`config.mk`:
```
export PLATFORM = sky130hd
export DESIGN_NAME = ctrl_decode_pipe
export DESIGN_NICKNAME = d
export VERILOG_FILES = /design/src/rtl/ctrl_decode_pipe.sv
export SDC_FILE = /design/constraint.sdc
export NUM_CORES = 1
export LEC_CHECK = 0
export ABC_AREA = 1
export CORE_UTILIZATION = 40
export DETAILED_ROUTE_END_ITERATION = 10
export PLACE_DENSITY_LB_ADDON = 0.3
export SETUP_SLACK_MARGIN = 0.05
export SLEW_MARGIN = 20
export SYNTH_ARGS = -nofsm -noshare
export SYNTH_HDL_FRONTEND = slang
export SYNTH_SLANG_ARGS = --single-unit
```
`constraint.sdc`:
```
create_clock -name clk -period 1.5 [get_ports clk]
set_input_delay 0.225 -clock clk [delete_from_list [all_inputs] [get_ports clk]]
set_output_delay 0.225 -clock clk [all_outputs]
set_load 0.02 [all_outputs]
```
`src/rtl/ctrl_decode_pipe.sv`:
```
// ctrl_decode_pipe: pipelined main decoder with valid/ready intake.
// The decoded control bundle and its tag move through DEPTH stage registers
// under hazard-unit stall/flush control. An accepted illegal opcode raises a
// trap that blocks intake until acknowledged. Illegal accepts are counted with
// saturation. All outputs come straight from the last stage register.
module ctrl_decode_pipe #(
    parameter int OP_WIDTH      = 7,
    parameter int IMM_SRC_WIDTH = 3,
    parameter int ALU_OP_WIDTH  = 3,
    parameter int TAG_WIDTH     = 32,
    parameter int DEPTH         = 2,
    parameter int CNT_WIDTH     = 8
) (
    input  logic                     clk,
    input  logic                     rst_n,
    input  logic                     in_valid,
    output logic                     in_ready,
    input  logic [OP_WIDTH-1:0]      op,
    input  logic [TAG_WIDTH-1:0]     in_tag,
    input  logic                     stall,
    input  logic                     flush,
    input  logic                     trap_ack,
    output logic                     out_valid,
    output logic [TAG_WIDTH-1:0]     out_tag,
    output logic                     RegWrite,
    output logic                     ALUSrc,
    output logic                     MemWrite,
    output logic                     Branch,
    output logic                     Jump,
    output logic [IMM_SRC_WIDTH-1:0] ImmSrc,
    output logic [ALU_OP_WIDTH-1:0]  ALUOp,
    output logic [1:0]               ResultSrc,
    output logic                     out_illegal,
    output logic                     trap,
    output logic [CNT_WIDTH-1:0]     illegal_count
);

    typedef enum logic {
        ST_RUN  = 1'b0,
        ST_TRAP = 1'b1
    } state_e;

    typedef struct packed {
        logic                     valid;
        logic                     illegal;
        logic [TAG_WIDTH-1:0]     tag;
        logic                     reg_write;
        logic [IMM_SRC_WIDTH-1:0] imm_src;
        logic                     alu_src;
        logic                     mem_write;
        logic [1:0]               result_src;
        logic                     branch;
        logic [ALU_OP_WIDTH-1:0]  alu_op;
        logic                     jump;
    } entry_t;

    localparam entry_t BUBBLE = entry_t'({$bits(entry_t){1'b0}});
    localparam logic [CNT_WIDTH-1:0] CNT_MAX = {CNT_WIDTH{1'b1}};

    // Decode one opcode into a valid pipeline entry; unknown opcodes (including
    // any with bits set above bit 6) yield all-zero controls and illegal=1.
    function automatic entry_t decode_entry(input logic [OP_WIDTH-1:0]  opcode,
                                            input logic [TAG_WIDTH-1:0] tag);
        entry_t e;
        e       = BUBBLE;
        e.valid = 1'b1;
        e.tag   = tag;
        if ((opcode >> 3'd7) != {OP_WIDTH{1'b0}}) begin
            e.illegal = 1'b1;
        end else begin
            case (opcode[6:0])
                7'b0000011: begin // load
                    e.reg_write  = 1'b1;
                    e.alu_src    = 1'b1;
                    e.result_src = 2'b01;
                end
                7'b0100011: begin // store
                    e.imm_src   = IMM_SRC_WIDTH'(3'b001);
                    e.alu_src   = 1'b1;
                    e.mem_write = 1'b1;
                end
                7'b0110011: begin // R-type
                    e.reg_write = 1'b1;
                    e.alu_op    = ALU_OP_WIDTH'(3'b010);
                end
                7'b0010011: begin // I-type ALU
                    e.reg_write = 1'b1;
                    e.alu_src   = 1'b1;
                    e.alu_op    = ALU_OP_WIDTH'(3'b010);
                end
                7'b1100011: begin // branch
                    e.imm_src = IMM_SRC_WIDTH'(3'b010);
                    e.branch  = 1'b1;
                    e.alu_op  = ALU_OP_WIDTH'(3'b001);
                end
                7'b0010111: begin // auipc
                    e.reg_write  = 1'b1;
                    e.imm_src    = IMM_SRC_WIDTH'(3'b011);
                    e.alu_src    = 1'b1;
                    e.result_src = 2'b11;
                    e.alu_op     = ALU_OP_WIDTH'(3'b100);
                end
                7'b0110111: begin // lui
                    e.reg_write = 1'b1;
                    e.imm_src   = IMM_SRC_WIDTH'(3'b011);
                    e.alu_src   = 1'b1;
                    e.alu_op    = ALU_OP_WIDTH'(3'b100);
                end
                7'b1100111: begin // jalr
                    e.reg_write  = 1'b1;
                    e.alu_src    = 1'b1;
                    e.result_src = 2'b10;
                    e.jump       = 1'b1;
                end
                7'b1101111: begin // jal
                    e.reg_write  = 1'b1;
                    e.imm_src    = IMM_SRC_WIDTH'(3'b100);
                    e.result_src = 2'b10;
                    e.jump       = 1'b1;
                end
                default: begin
                    e.illegal = 1'b1;
                end
            endcase
        end
        return e;
    endfunction

    state_e               state_q;
    logic                 trap_q;
    logic [CNT_WIDTH-1:0] count_q;
    logic [CNT_WIDTH-1:0] count_d;
    entry_t               stage_q [DEPTH];
    entry_t               stage_d [DEPTH];
    entry_t               dec_s;
    logic                 accept_s;
    logic                 ill_accept_s;

    assign in_ready     = (state_q == ST_RUN) && !stall && !flush;
    assign accept_s     = in_valid && in_ready;
    assign dec_s        = decode_entry(op, in_tag);
    assign ill_accept_s = accept_s && dec_s.illegal;

    // Next contents of every stage: flush empties, stall holds, else shift in.
    always_comb begin
        for (int k = 0; k < DEPTH; k++) begin
            stage_d[k] = stage_q[k];
        end
        if (flush) begin
            for (int k = 0; k < DEPTH; k++) begin
                stage_d[k] = BUBBLE;
            end
        end else if (!stall) begin
            stage_d[0] = accept_s ? dec_s : BUBBLE;
            for (int k = 1; k < DEPTH; k++) begin
                stage_d[k] = stage_q[k-1];
            end
        end else begin
            stage_d[0] = stage_q[0];
        end
    end

    // Stage registers; reset fills the pipe with bubbles.
    always_ff @(posedge clk or negedge rst_n) begin
        if (!rst_n) begin
            for (int k = 0; k < DEPTH; k++) begin
                stage_q[k] <= BUBBLE;
            end
        end else begin
            for (int k = 0; k < DEPTH; k++) begin
                stage_q[k] <= stage_d[k];
            end
        end
    end

    // Saturating increment of the illegal-accept count.
    always_comb begin
        count_d = count_q;
        if (ill_accept_s && (count_q != CNT_MAX)) begin
            count_d = count_q + CNT_WIDTH'(1);
        end else begin
            count_d = count_q;
        end
    end

    // RUN/TRAP state machine with registered trap flag and event counter.
    always_ff @(posedge clk or negedge rst_n) begin
        if (!rst_n) begin
            state_q <= ST_RUN;
            trap_q  <= 1'b0;
            count_q <= {CNT_WIDTH{1'b0}};
        end else begin
            count_q <= count_d;
            case (state_q)
                ST_RUN: begin
                    if (ill_accept_s) begin
                        state_q <= ST_TRAP;
                        trap_q  <= 1'b1;
                    end else begin
                        state_q <= ST_RUN;
                        trap_q  <= 1'b0;
                    end
                end
                ST_TRAP: begin
                    if (trap_ack) begin
                        state_q <= ST_RUN;
                        trap_q  <= 1'b0;
                    end else begin
                        state_q <= ST_TRAP;
                        trap_q  <= 1'b1;
                    end
                end
                default: begin
                    state_q <= ST_RUN;
                    trap_q  <= 1'b0;
                end
            endcase
        end
    end

    assign out_valid     = stage_q[DEPTH-1].valid;
    assign out_illegal   = stage_q[DEPTH-1].illegal;
    assign out_tag       = stage_q[DEPTH-1].tag;
    assign RegWrite      = stage_q[DEPTH-1].reg_write;
    assign ImmSrc        = stage_q[DEPTH-1].imm_src;
    assign ALUSrc        = stage_q[DEPTH-1].alu_src;
    assign MemWrite      = stage_q[DEPTH-1].mem_write;
    assign ResultSrc     = stage_q[DEPTH-1].result_src;
    assign Branch        = stage_q[DEPTH-1].branch;
    assign ALUOp         = stage_q[DEPTH-1].alu_op;
    assign Jump          = stage_q[DEPTH-1].jump;
    assign trap          = trap_q;
    assign illegal_count = count_q;

endmodule

```
==> results of run 1 <==
how the worst min path moves through the flow:
stage | slack [ps] | end | start | cells after the start
finish | 210 | out_tag[18]$_DFFE_PN0P_ | rst_n | 2
global route | 190 | out_tag[18]$_DFFE_PN0P_ | rst_n | 2
CTS | 190 | out_tag[18]$_DFFE_PN0P_ | rst_n | 2
detailed placement | 30 | out_tag[18]$_DFFE_PN0P_ | rst_n | 1
global placement | 30 | out_tag[18]$_DFFE_PN0P_ | rst_n | 1
floorplan | -70 | ALUOp[0]$_DFFE_PN0P_ | rst_n | 0
flip-flops by register name (all words and copies together) (netlist names), 2 cells and up:
signal / flops
ResultSrc: 2
out_tag: 32
ImmSrc: 3
ALUOp: 3
stage_q: 47
illegal_count: 8
stage by stage:
step                      total power, mW  hold WS (ps)  std cells  utilization  cell area (um2)
after floorplan                      3.34         -70.6        485            -             4460
after global placement               3.76          31.9        703        0.513             5570
after detailed placement             3.78          30.7        703        0.513             5570
after CTS                            5.72           189        720        0.530             5750
after global routing                 5.94           187        723        0.534             5790
final                                5.67           205        723        0.534             5790
worst max-delay path, delay by kind of cell:
family,cells,cell delay (ps)
buffers and inverters,3,750
and+or+nand+nor,4,600
AOI/OAI and AO/OA,1,100
synth_stat cells:
master	instances	area share
a21o_1	1	0.0017
buf_2	1	0.0011
buf_4	41	0.069
buf_6	2	0.0051
clkbuf_1	13	0.011
dfrtp_1	103	0.58
ha_1	1	0.0028
inv_1	56	0.047
inv_2	4	0.0034
nand2_1	124	0.10
nand2_2	1	0.0014
nand2_4	2	0.0051
nand3_1	11	0.012
nand4_1	9	0.013
nand4_2	1	0.0028
nand4_4	1	0.0048
nor2_1	12	0.010
nor2_2	2	0.0028
nor2_4	2	0.0051
nor2_8	1	0.0045
nor3_1	3	0.0034
o21ai_0	65	0.073
o21ai_1	21	0.024
o221ai_1	2	0.0039
o22ai_1	3	0.0042
xor2_1	3	0.0059
per-layer routing:
layer | global-route usage | share of wire | vias to the layer above
li1 | - | - | 1681
met1 | 0.240 | 0.47 | 1625
met2 | 0.285 | 0.48 | 94
met3 | 0.0272 | 0.045 | 10
met4 | 0.0656 | 0.0093 | 0
met5 | 0 | 0 | -
where the power goes:
part           internal (mW)  leakage (nW)  total (mW)  switching (mW)
sequential              2.88          1.42        2.94          0.0683
clock                   1.04         0.113        1.97           0.929
combinational          0.332          1.40       0.757           0.426
total                   4.25          2.94        5.67            1.42
area by class of cell:
class                           count  area share
Timing Repair Buffer              138       0.218
Sequential cell                   103       0.445
Inverter                           60      0.0389
Clock buffer                       12      0.0268
Tap cell                          140      0.0303
Multi-Input combinational cell    266       0.228
Clock inverter                      4      0.0132
repair_timing:
item                                   in CTS  in global routing
resized for setup                          59                 14
buffers inserted                            0                  2
setup endpoints to repair                  65                 13
endpoints found under the hold margin     103                  0
cloned                                      0                  1
pin swaps                                   0                  4
hold buffers                                1                  0
cells by family after synthesis:
group,Yosys count,share of synthesized area
buf+inv,117,0.137
flops,103,0.579
compound gates,92,0.106
fa+ha+maj,1,0.00281
simple gates,169,0.169
xor+xnor,3,0.00590
cell usage in the layout, fill, tap and decap left out, types with 6 or more instances in the layout:
cell	n
nand2_1	119
dfrtp_1	102
o21ai_0	65
inv_1	55
dlygate4sd2_1	54
clkdlybuf4s50_1	43
buf_4	33
o21ai_1	21
nor2_1	11
clkbuf_8	11
nand3_1	10
nand4_1	9
nand2_2	6
==> impl_results.md, run 1 <==
- Final TNS setup: 0 ps
- Horiz. Die Dim: 108 um
- Drt drc: 0
- Mapped Cells: about 490
- Largest net degree at the start of global routing: between 50 and 60
- Clock Latency Late Sink: 360 ps
- Critical R2R Capture: illegal_count[3]$_DFFE_PN0P_
- Root Buffer: clkbuf_8
- Fin. Hold Viols: 0
- H-tree levels: 3
- Worst r2r src: illegal_count[1]$_DFFE_PN0P_
- Grt ovf: 0
- Via/cell ratio: 4.72
- Vias in the first global route: 3331
- PwrDens: about 980 nW/um2
- Clk_skew: roughly 12 ps
- Share of cells above drive strength 1: 0.134
- Max incr delay on CP: approximately 550 ps
- Pre-antenna DRT Iters: 5
- Mapped Area: between 4000 and 5000 um2
- Num rows: 38
- Worst-margin pin slew: between 400 and 500 ps
- Total GRT Usage: 0.177
- Number of inserted diodes: 0
- Synth Register Bits: around 100
- Clk slew on worst S/H paths: about 90 ps
- Tightest Hold Check Type: in -> async
- MaxCap Viol Count: 0
- Maximum VDD drop: 0.538 mV
- RePlAce Congestion: approximately 0.81
- CP endpoint: stage_q[59]$_DFFE_PN0P_
- Net count after synthesis: between 500 and 600
- Clock sinks: 103
- Crit-path cells: clkdlybuf4s50_1 -> inv_1 -> nor2_1 -> nand2_2 -> nand3_2 -> nor2_4 -> buf_4 -> o22ai_1
- Buffers on Ports: between 100 and 150
- Post-synthesis area per instance: between 9 and 10 um2
- TritonCTS clock tree: built
- Starting Density: 0.411
- Vias: about 3.4k
- Reg2reg setup slack: about 130 ps
- CP required: 1780 ps
- CP startpoint kind: primary input
- Iter 0 DRT Violations: about 150
- HPWL Detailed: between 6000 and 7000 um
- Height of the die: between 100 and 150 um
- WS Path Type: in -> reg
- Sequential share of the synthesized area: 0.579
- Pleak: 2.94 nW
- Core Footprint: ~11000 um2
- Reg2Reg Depth: 7
- Total I/O pin count: between 100 and 150
- Worst Path Arrival: around 1700 ps
- First-pass GRT wire length: approximately 16000 um
- Crit end category: flip-flop
- Setup WS pre-CTS: -261 ps
- FILL cells: 1027
- Min Tclk post-route: roughly 1400 ps
- P&R area growth vs syn: 30.0%
- NumNets Final: between 600 and 700
- Unrepaired setup endpoints after global routing: true
- WL per Instance: roughly 13 um
- Crit-path slowest cell: clkdlybuf4s50_1
- Die footprint: 11600 um2
- Synth cell types: 26
- Final setup margin: about 110 ps
- ANT nets after route: 0
- Initial antenna violation count: 0
- Status: completed
- Num CTS Buffers: 9
- Slew Viols, Final: 0
- FF/Latch Area: about 2600 um2
- Drt total wl: between 9000 and 10000 um
- CP startpoint: op[6]
- Maximum root-to-sink buffer count: 2
- Setup Viol. Count Final: 0
- Relative max-transition margin: 0.724
- Fin crit share: 0.923
- Fmax: 722 MHz
- Multi-input logic area: roughly 1300 um2
- Yosys Warn Count: 0
- Max FO, Critical Path: 5
Power figures use the tool's default switching activity.
==> run 2: changes to the inputs <==
Clock period 1.5 ns to 1.6 ns, I/O delays scaled along.
==> run 2 against run 1 <==
Effect of this change: non-clock buffer count down 6; count of clock-buffer cells in the layout down 2; critical path depth down 7; largest power group unchanged.
==> impl_results.md, run 2 (synthesized netlist as in run 1, its figures left out) <==
- Status: completed (unchanged)
- Grt ovf: 0 (unchanged)
- Fmax: approximately 680 MHz
- Relative max-transition margin: 0.716 (was 0.724)
- Vias: 3381 (was 3410)
- Unrepaired setup endpoints after global routing: true (unchanged)
- Horiz. Die Dim: 108 um (unchanged)
- Num CTS Buffers: 9 (unchanged)
- Worst Path Arrival: 1230 ps (was 1670 ps)
- Share of cells above drive strength 1: 0.109 (was 0.134)
- Fin crit share: 0.918
- Starting Density: 0.411 (unchanged)
- HPWL Detailed: 6740 um (was 6650 um)
- Tot Pwr: 5.33 mW (was 5.67 mW)
- MaxCap Viol Count: 0 (unchanged)
- Final setup margin: 130 ps (was 115 ps)
- Root Buffer: clkbuf_8 (unchanged)
- Most frequent cells in the layout: 124 x nand2_1, 103 x dfrtp_1, 65 x o21ai_0 (was 119 x nand2_1, 102 x dfrtp_1, 65 x o21ai_0)
- Maximum root-to-sink buffer count: 2 (unchanged)
- Setup WS pre-CTS: -224 ps (was -261 ps)
- Largest net degree at the start of global routing: 44 (was 57)
- CP startpoint kind: flip-flop (was primary input)
- Crit-path slowest cell: dfrtp_1 (was clkdlybuf4s50_1)
- Max incr delay on CP: 500 ps (was 550 ps)
- Buf/Inv on CP: 1 (was 3)
- Die footprint: 11600 um2 (unchanged)
- Crit-path cells: dlygate4sd2_1 (was clkdlybuf4s50_1 -> inv_1 -> nor2_1 -> nand2_2 -> nand3_2 -> nor2_4 -> buf_4 -> o22ai_1)
- Core Footprint: 10800 um2 (unchanged)
- Iter 0 DRT Violations: 158 (was 153)
- Clk slew on worst S/H paths: 110 ps (was 90 ps)
- ANT nets after route: 0 (unchanged)
- RePlAce Congestion: 0.820 (was 0.809)
- Drt drc: 0 (unchanged)
- Layout Cells excl Fill: 716 (was 723)
- Min Tclk post-route: 1470 ps
- Total GRT Usage: 0.182 (was 0.177)
- P&R area growth vs syn: 29.2% (was 30.0%)
- Total I/O pin count: 102 (unchanged)
- Pleak: 2.92 nW (was 2.94 nW)
- PwrDens: 926 nW/um2 (was 979 nW/um2)
- First-pass GRT wire length: 16400 um (was 15800 um)
- Slew Viols, Final: 0 (unchanged)
- Num rows: 38 (unchanged)
- Vias in the first global route: 3395 (was 3331)
- Clock sinks: 103 (unchanged)
- Dpl cells: 697 (was 703)
- Buffers on Ports: 101 (unchanged)
- Initial antenna violation count: 0 (unchanged)
- Via/cell ratio: 4.72 (about the same)
- CP top delay family: flip-flops (was buffers and inverters)
- Drt total wl: 9680 um (was 9690 um)
- WS Path Type: reg -> out (was in -> reg)
- Pre-antenna DRT Iters: 4 (was 5)
- Tightest Hold Check Type: in -> async (unchanged)
- Number of inserted diodes: 0 (unchanged)
- Most common cell after layout, fill and taps aside: nand2_1 (unchanged)
- Max FFs per register: 47 (unchanged)
- Height of the die: 108 um (unchanged)
- Clk_skew: 13.0 ps (was 12.2 ps)
- H-tree levels: 3 (unchanged)
- Crit end category: primary output (was flip-flop)
- Maximum VDD drop: 0.488 mV (was 0.538 mV)
- TritonCTS clock tree: built (unchanged)
- CP required: 1360 ps (was 1780 ps)
- Fin. Hold Viols: 0 (unchanged)
- Setup Viol. Count Final: 0 (unchanged)
- Final core occ: 0.531 (was 0.534)
- NumNets Final: 617 (was 624)
- Worst-margin pin slew: 425 ps (was 415 ps)
- Clock Latency Late Sink: 360 ps (about the same)
- Max FO, Critical Path: 7 (was 5)
- Final TNS setup: 0 ps (unchanged)
- Top reg by flops: stage_q (unchanged)
- WL per Instance: 13.5 um (was 13.4 um)
==> run 2: metrics by stage <==
step,hold WS (ps),area [um2]
after global routing,277,5750
after CTS,273,5730
final,291,5750
after global placement,141,5560
after detailed placement,136,5560
after floorplan,-55.6,4450
==> run 2: power by group <==
part	total (mW)	switching (mW)	leakage [nW]	internal, mW
sequential	2.76	0.0696	1.42	2.69
clock	1.87	0.920	0.119	0.950
combinational	0.696	0.390	1.38	0.306
==> run 2: final timing paths <==
| path | start | to | slack [ps] | cells after the start |
|---|---|---|---|---|
| max | illegal_count[6]$_DFFE_PN0P_ | illegal_count[6] | 130 | 1 |
| min | rst_n | out_tag[19]$_DFFE_PN0P_ | 290 | 2 |
| max reg2reg | illegal_count[1]$_DFFE_PN0P_ | illegal_count[7]$_DFFE_PN0P_ | 150 | 7 |
| min reg2reg | out_illegal$_DFFE_PN0P_ | out_illegal$_DFFE_PN0P_ | 480 | 2 |
| max in group asynchronous | rst_n | stage_q[90]$_DFFE_PN0P_ | 760 | 3 |
| min in group clk | in_tag[28] | stage_q[88]$_DFFE_PN0P_ | 420 | 3 |
==> run 2: repair_timing <==
| item | 4_1_cts | 5_1_grt |
|---|---|---|
| buffers inserted | 0 | 2 |
| hold endpoints to repair | 16 | 0 |
| setup endpoints to repair | 57 | 9 |
| gates resized for setup | 57 | 4 |
| hold buffers | 1 | 0 |
==> run 2: final cells by class <==
cell class	instances	area, um2
Clock buffer	10	138
Clock inverter	6	97.6
Fill cell	1001	5090
Inverter	60	225
Multi-Input combinational cell	265	1280
Sequential cell	103	2580
Tap cell	140	175
Timing Repair Buffer	132	1260
==> run 2: routing by layer <==
| metal | global-route usage | part of all wire |
|---|---|---|
| met1 | 0.246 | 0.47 |
| met2 | 0.299 | 0.47 |
| met3 | 0.0321 | 0.052 |
| met4 | 0.0558 | 0.0092 |
| met5 | 0 | 0 |
==> run 3: changes to the inputs <==
Settings changed: DONT_BUFFER_PORTS set to 1.
==> run 3 against run 2 <==
Effect of this change: the run now ends with hold timing left; global-route usage down 1.8 points; critical path depth up 6; via count shrank 12%; cell area down 19%; non-clock buffer count fell by 104; first-iteration DRC count shrank 28%; total power decreased by 13%; wire length shrank 7.8%; sequential power hardly changed; hold slack lost 720 ps; critical path type is now reg -> reg; critical endpoint is now illegal_count[4]$_DFFE_PN0P_; highest routed layer unchanged.
==> impl_results.md, run 3 (synthesized netlist as in run 1, its figures left out) <==
- Status: complete, but fails checks (was completed)
- Violations in the final reports: hold timing
- Max incr delay on CP: 390 ps (was 500 ps)
- Most frequent cells in the layout: 124 x nand2_1, 103 x dfrtp_1, 65 x o21ai_0 (unchanged)
- Hold_ws: -424 ps (was 291 ps)
- Clock sinks: 103 (unchanged)
- Reg power frac: 0.592 (was 0.519)
- Reg2Reg Depth: 7 (unchanged)
- Setup WS pre-CTS: 150 ps (was -224 ps)
- Num rows: 38 (unchanged)
- Top reg by flops: stage_q (unchanged)
- Crit-path cells: ha_1 -> nand2_1 -> inv_1 -> nand4_4 -> nand4_4 -> nand2_1 -> nand2_1 (was dlygate4sd2_1)
- Final setup margin: 192 ps (was 130 ps)
- Int Power: 3.50 mW (was 3.95 mW)
- Tightest Hold Check Type: in -> async (unchanged)
- Via/cell ratio: 4.85 (was 4.72)
- WL per Instance: 14.6 um (was 13.5 um)
- Slew Viols, Final: 0 (unchanged)
- Drt total wl: 8920 um (was 9680 um)
- Crit-path slowest cell: dfrtp_1 (unchanged)
- Sw frac: 0.249 (was 0.259)
- Height of the die: 108 um (unchanged)
- Worst-margin pin slew: 429 ps (was 425 ps)
- Clk network pwr share: 0.306 (was 0.351)
- CP most frequent cell: nand2_1
- Buffers on Ports: 0 (was 101)
- TritonCTS clock tree: built (unchanged)
- MaxCap Viol Count: 0 (unchanged)
- Unrepaired setup endpoints after global routing: false (was true)
- Fin. Hold Viols: 103 (was 0)
- Final TNS setup: 0 ps (unchanged)
- PwrDens: 999 nW/um2 (was 926 nW/um2)
- Iter 0 DRT Violations: 113 (was 158)
- Pre-antenna DRT Iters: 4 (unchanged)
- Num CTS Buffers: 9 (unchanged)
- Sw Pwr: 1.16 mW (was 1.38 mW)
- Buf/Inv on CP: 1 (unchanged)
- Total I/O pin count: 102 (unchanged)
- Maximum VDD drop: 0.601 mV (was 0.488 mV)
- CTS Hold Bufs: 11 (was 1)
- Setup bufs post-CTS: 0 (unchanged)
- ANT nets after route: 0 (unchanged)
- Horiz. Die Dim: 108 um (unchanged)
- Number of inserted diodes: 0 (unchanged)
- Initial antenna violation count: 0 (unchanged)
- Setup Viol. Count Final: 0 (unchanged)
- Root Buffer: clkbuf_8 (unchanged)
- Worst Path Arrival: 1650 ps (was 1230 ps)
- Largest net degree at the start of global routing: 104 (was 44)
- Die footprint: 11600 um2 (unchanged)
- Fmax: 710 MHz (was 680 MHz)
- P&R area growth vs syn: 4.63% (was 29.2%)
- Min Tclk post-route: 1410 ps (was 1470 ps)
- Clk_skew: 7.41 ps (was 13.0 ps)
- NumNets Final: 513 (was 617)
- Clock Latency Late Sink: 350 ps (was 360 ps)
- Vias in the first global route: 2945 (was 3395)
- Drt drc: 0 (unchanged)
- Core Footprint: 10800 um2 (unchanged)
- Crit end category: flip-flop (was primary output)
- Share of cells above drive strength 1: 0.0915 (was 0.109)
- CP top delay family: simple AND/OR/NAND/NOR gates (was flip-flops)
- Cell depth of the worst setup path: 7 (was 1)
- Maximum root-to-sink buffer count: 2 (unchanged)
- Combinational share of power: 0.102 (was 0.131)
- Relative max-transition margin: 0.714 (was 0.716)
- Max FO, Critical Path: 8 (was 7)
- WS Path Type: reg -> reg (was reg -> out)
- Fin crit share: 0.880 (was 0.918)
- Total GRT Usage: 0.164 (was 0.182)
- RePlAce Congestion: 0.812 (was 0.820)
- FILL cells: 1082 (was 1001)
- Vias: 2961 (was 3381)
- Pleak: 2.21 nW (was 2.92 nW)
- Most common cell after layout, fill and taps aside: nand2_1 (unchanged)
- Max FFs per register: 47 (unchanged)
- Clk slew on worst S/H paths: 90 ps (was 110 ps)
- First-pass GRT wire length: 14500 um (was 16400 um)
- Starting Density: 0.411 (unchanged)
- CP startpoint kind: flip-flop (unchanged)
- H-tree levels: 3 (unchanged)
- CP required: 1840 ps (was 1360 ps)
- HPWL Detailed: 6090 um (was 6740 um)
- Grt ovf: 0 (unchanged)
[run 3: cell count changes in the layout (fill, tap and decap cells not counted), sizes merged, moves of 3 or more]
cell / previous run / this run
dlygate4sd2: 56 / 0
clkdlybuf4s50: 43 / 0
buf: 31 / 17
dlygate4sd3: 1 / 11
inv: 63 / 60
[run 3: final timing paths]
path | start | to | slack [ps]
max | illegal_count[0]$_DFFE_PN0P_ | illegal_count[4]$_DFFE_PN0P_ | 190
min | rst_n | out_tag[19]$_DFFE_PN0P_ | -420
max reg2reg | illegal_count[0]$_DFFE_PN0P_ | illegal_count[4]$_DFFE_PN0P_ | 190
min reg2reg | stage_q[52]$_DFFE_PN0P_ | stage_q[52]$_DFFE_PN0P_ | 510
max in group asynchronous | rst_n | stage_q[57]$_DFFE_PN0P_ | 1890
min in group clk | in_tag[13] | stage_q[73]$_DFFE_PN0P_ | 20
[run 3: layer usage]
metal | up-vias | wire length [um] | GRT usage | share of wire
met2 | 96 | 4040 | 0.258 | 0.45
met3 | 11 | 738 | 0.0406 | 0.083
met5 | - | 0 | 0 | 0
met1 | 1401 | 4020 | 0.216 | 0.45
met4 | 0 | 120 | 0.0705 | 0.013
li1 | 1453 | - | - | -
[run 3: stage by stage]
step / instance area, um2 / total power, mW / instances / util / hold slack [ps]
2_1_floorplan: 4450 / 3.13 / 485 / - / -55.6
3_3_place_gp: 4380 / 3.25 / 585 / 0.404 / -53.7
3_5_place_dp: 4380 / 3.27 / 585 / 0.404 / -53.7
4_1_cts: 4650 / 4.74 / 610 / 0.429 / -453
5_1_grt: 4660 / 4.88 / 610 / 0.430 / -454
6_report: 4660 / 4.66 / 610 / 0.430 / -424
[run 3: what timing repair did]
action,CTS,global route
hold endpoints to repair,114,103
endpoints found under the setup margin,0,7
gates resized for setup,0,1
[run 3: area by class of cell]
cell class | count | area [um2] | share of cell area
tap | 140 | 175 | 0.0376
timing repair buffer | 28 | 238 | 0.0510
clock buffer | 13 | 159 | 0.0341
clock inverter | 1 | 5.00 | 0.00107
sequential | 103 | 2580 | 0.553
inverter | 60 | 225 | 0.0483
multi-input combinational | 265 | 1280 | 0.275
[run 3: worst reg2reg max path: stages, from the launching register on]
cell,delay (ps)
dfrtp_1,390
ha_1,220
nand2_1,90
inv_1,100
nand4_4,160
nand4_4,180
nand2_1,110
nand2_1,60
[run 3: power groups by stage]
stage                     Combinational (mW)  Clock [mW]  Sequential (mW)
after floorplan                        0.273           0             2.86
final                                  0.473        1.43             2.76
after detailed placement               0.456           0             2.81
after CTS                              0.479        1.50             2.76
after global placement                 0.443           0             2.81
after global routing                   0.529        1.57             2.77
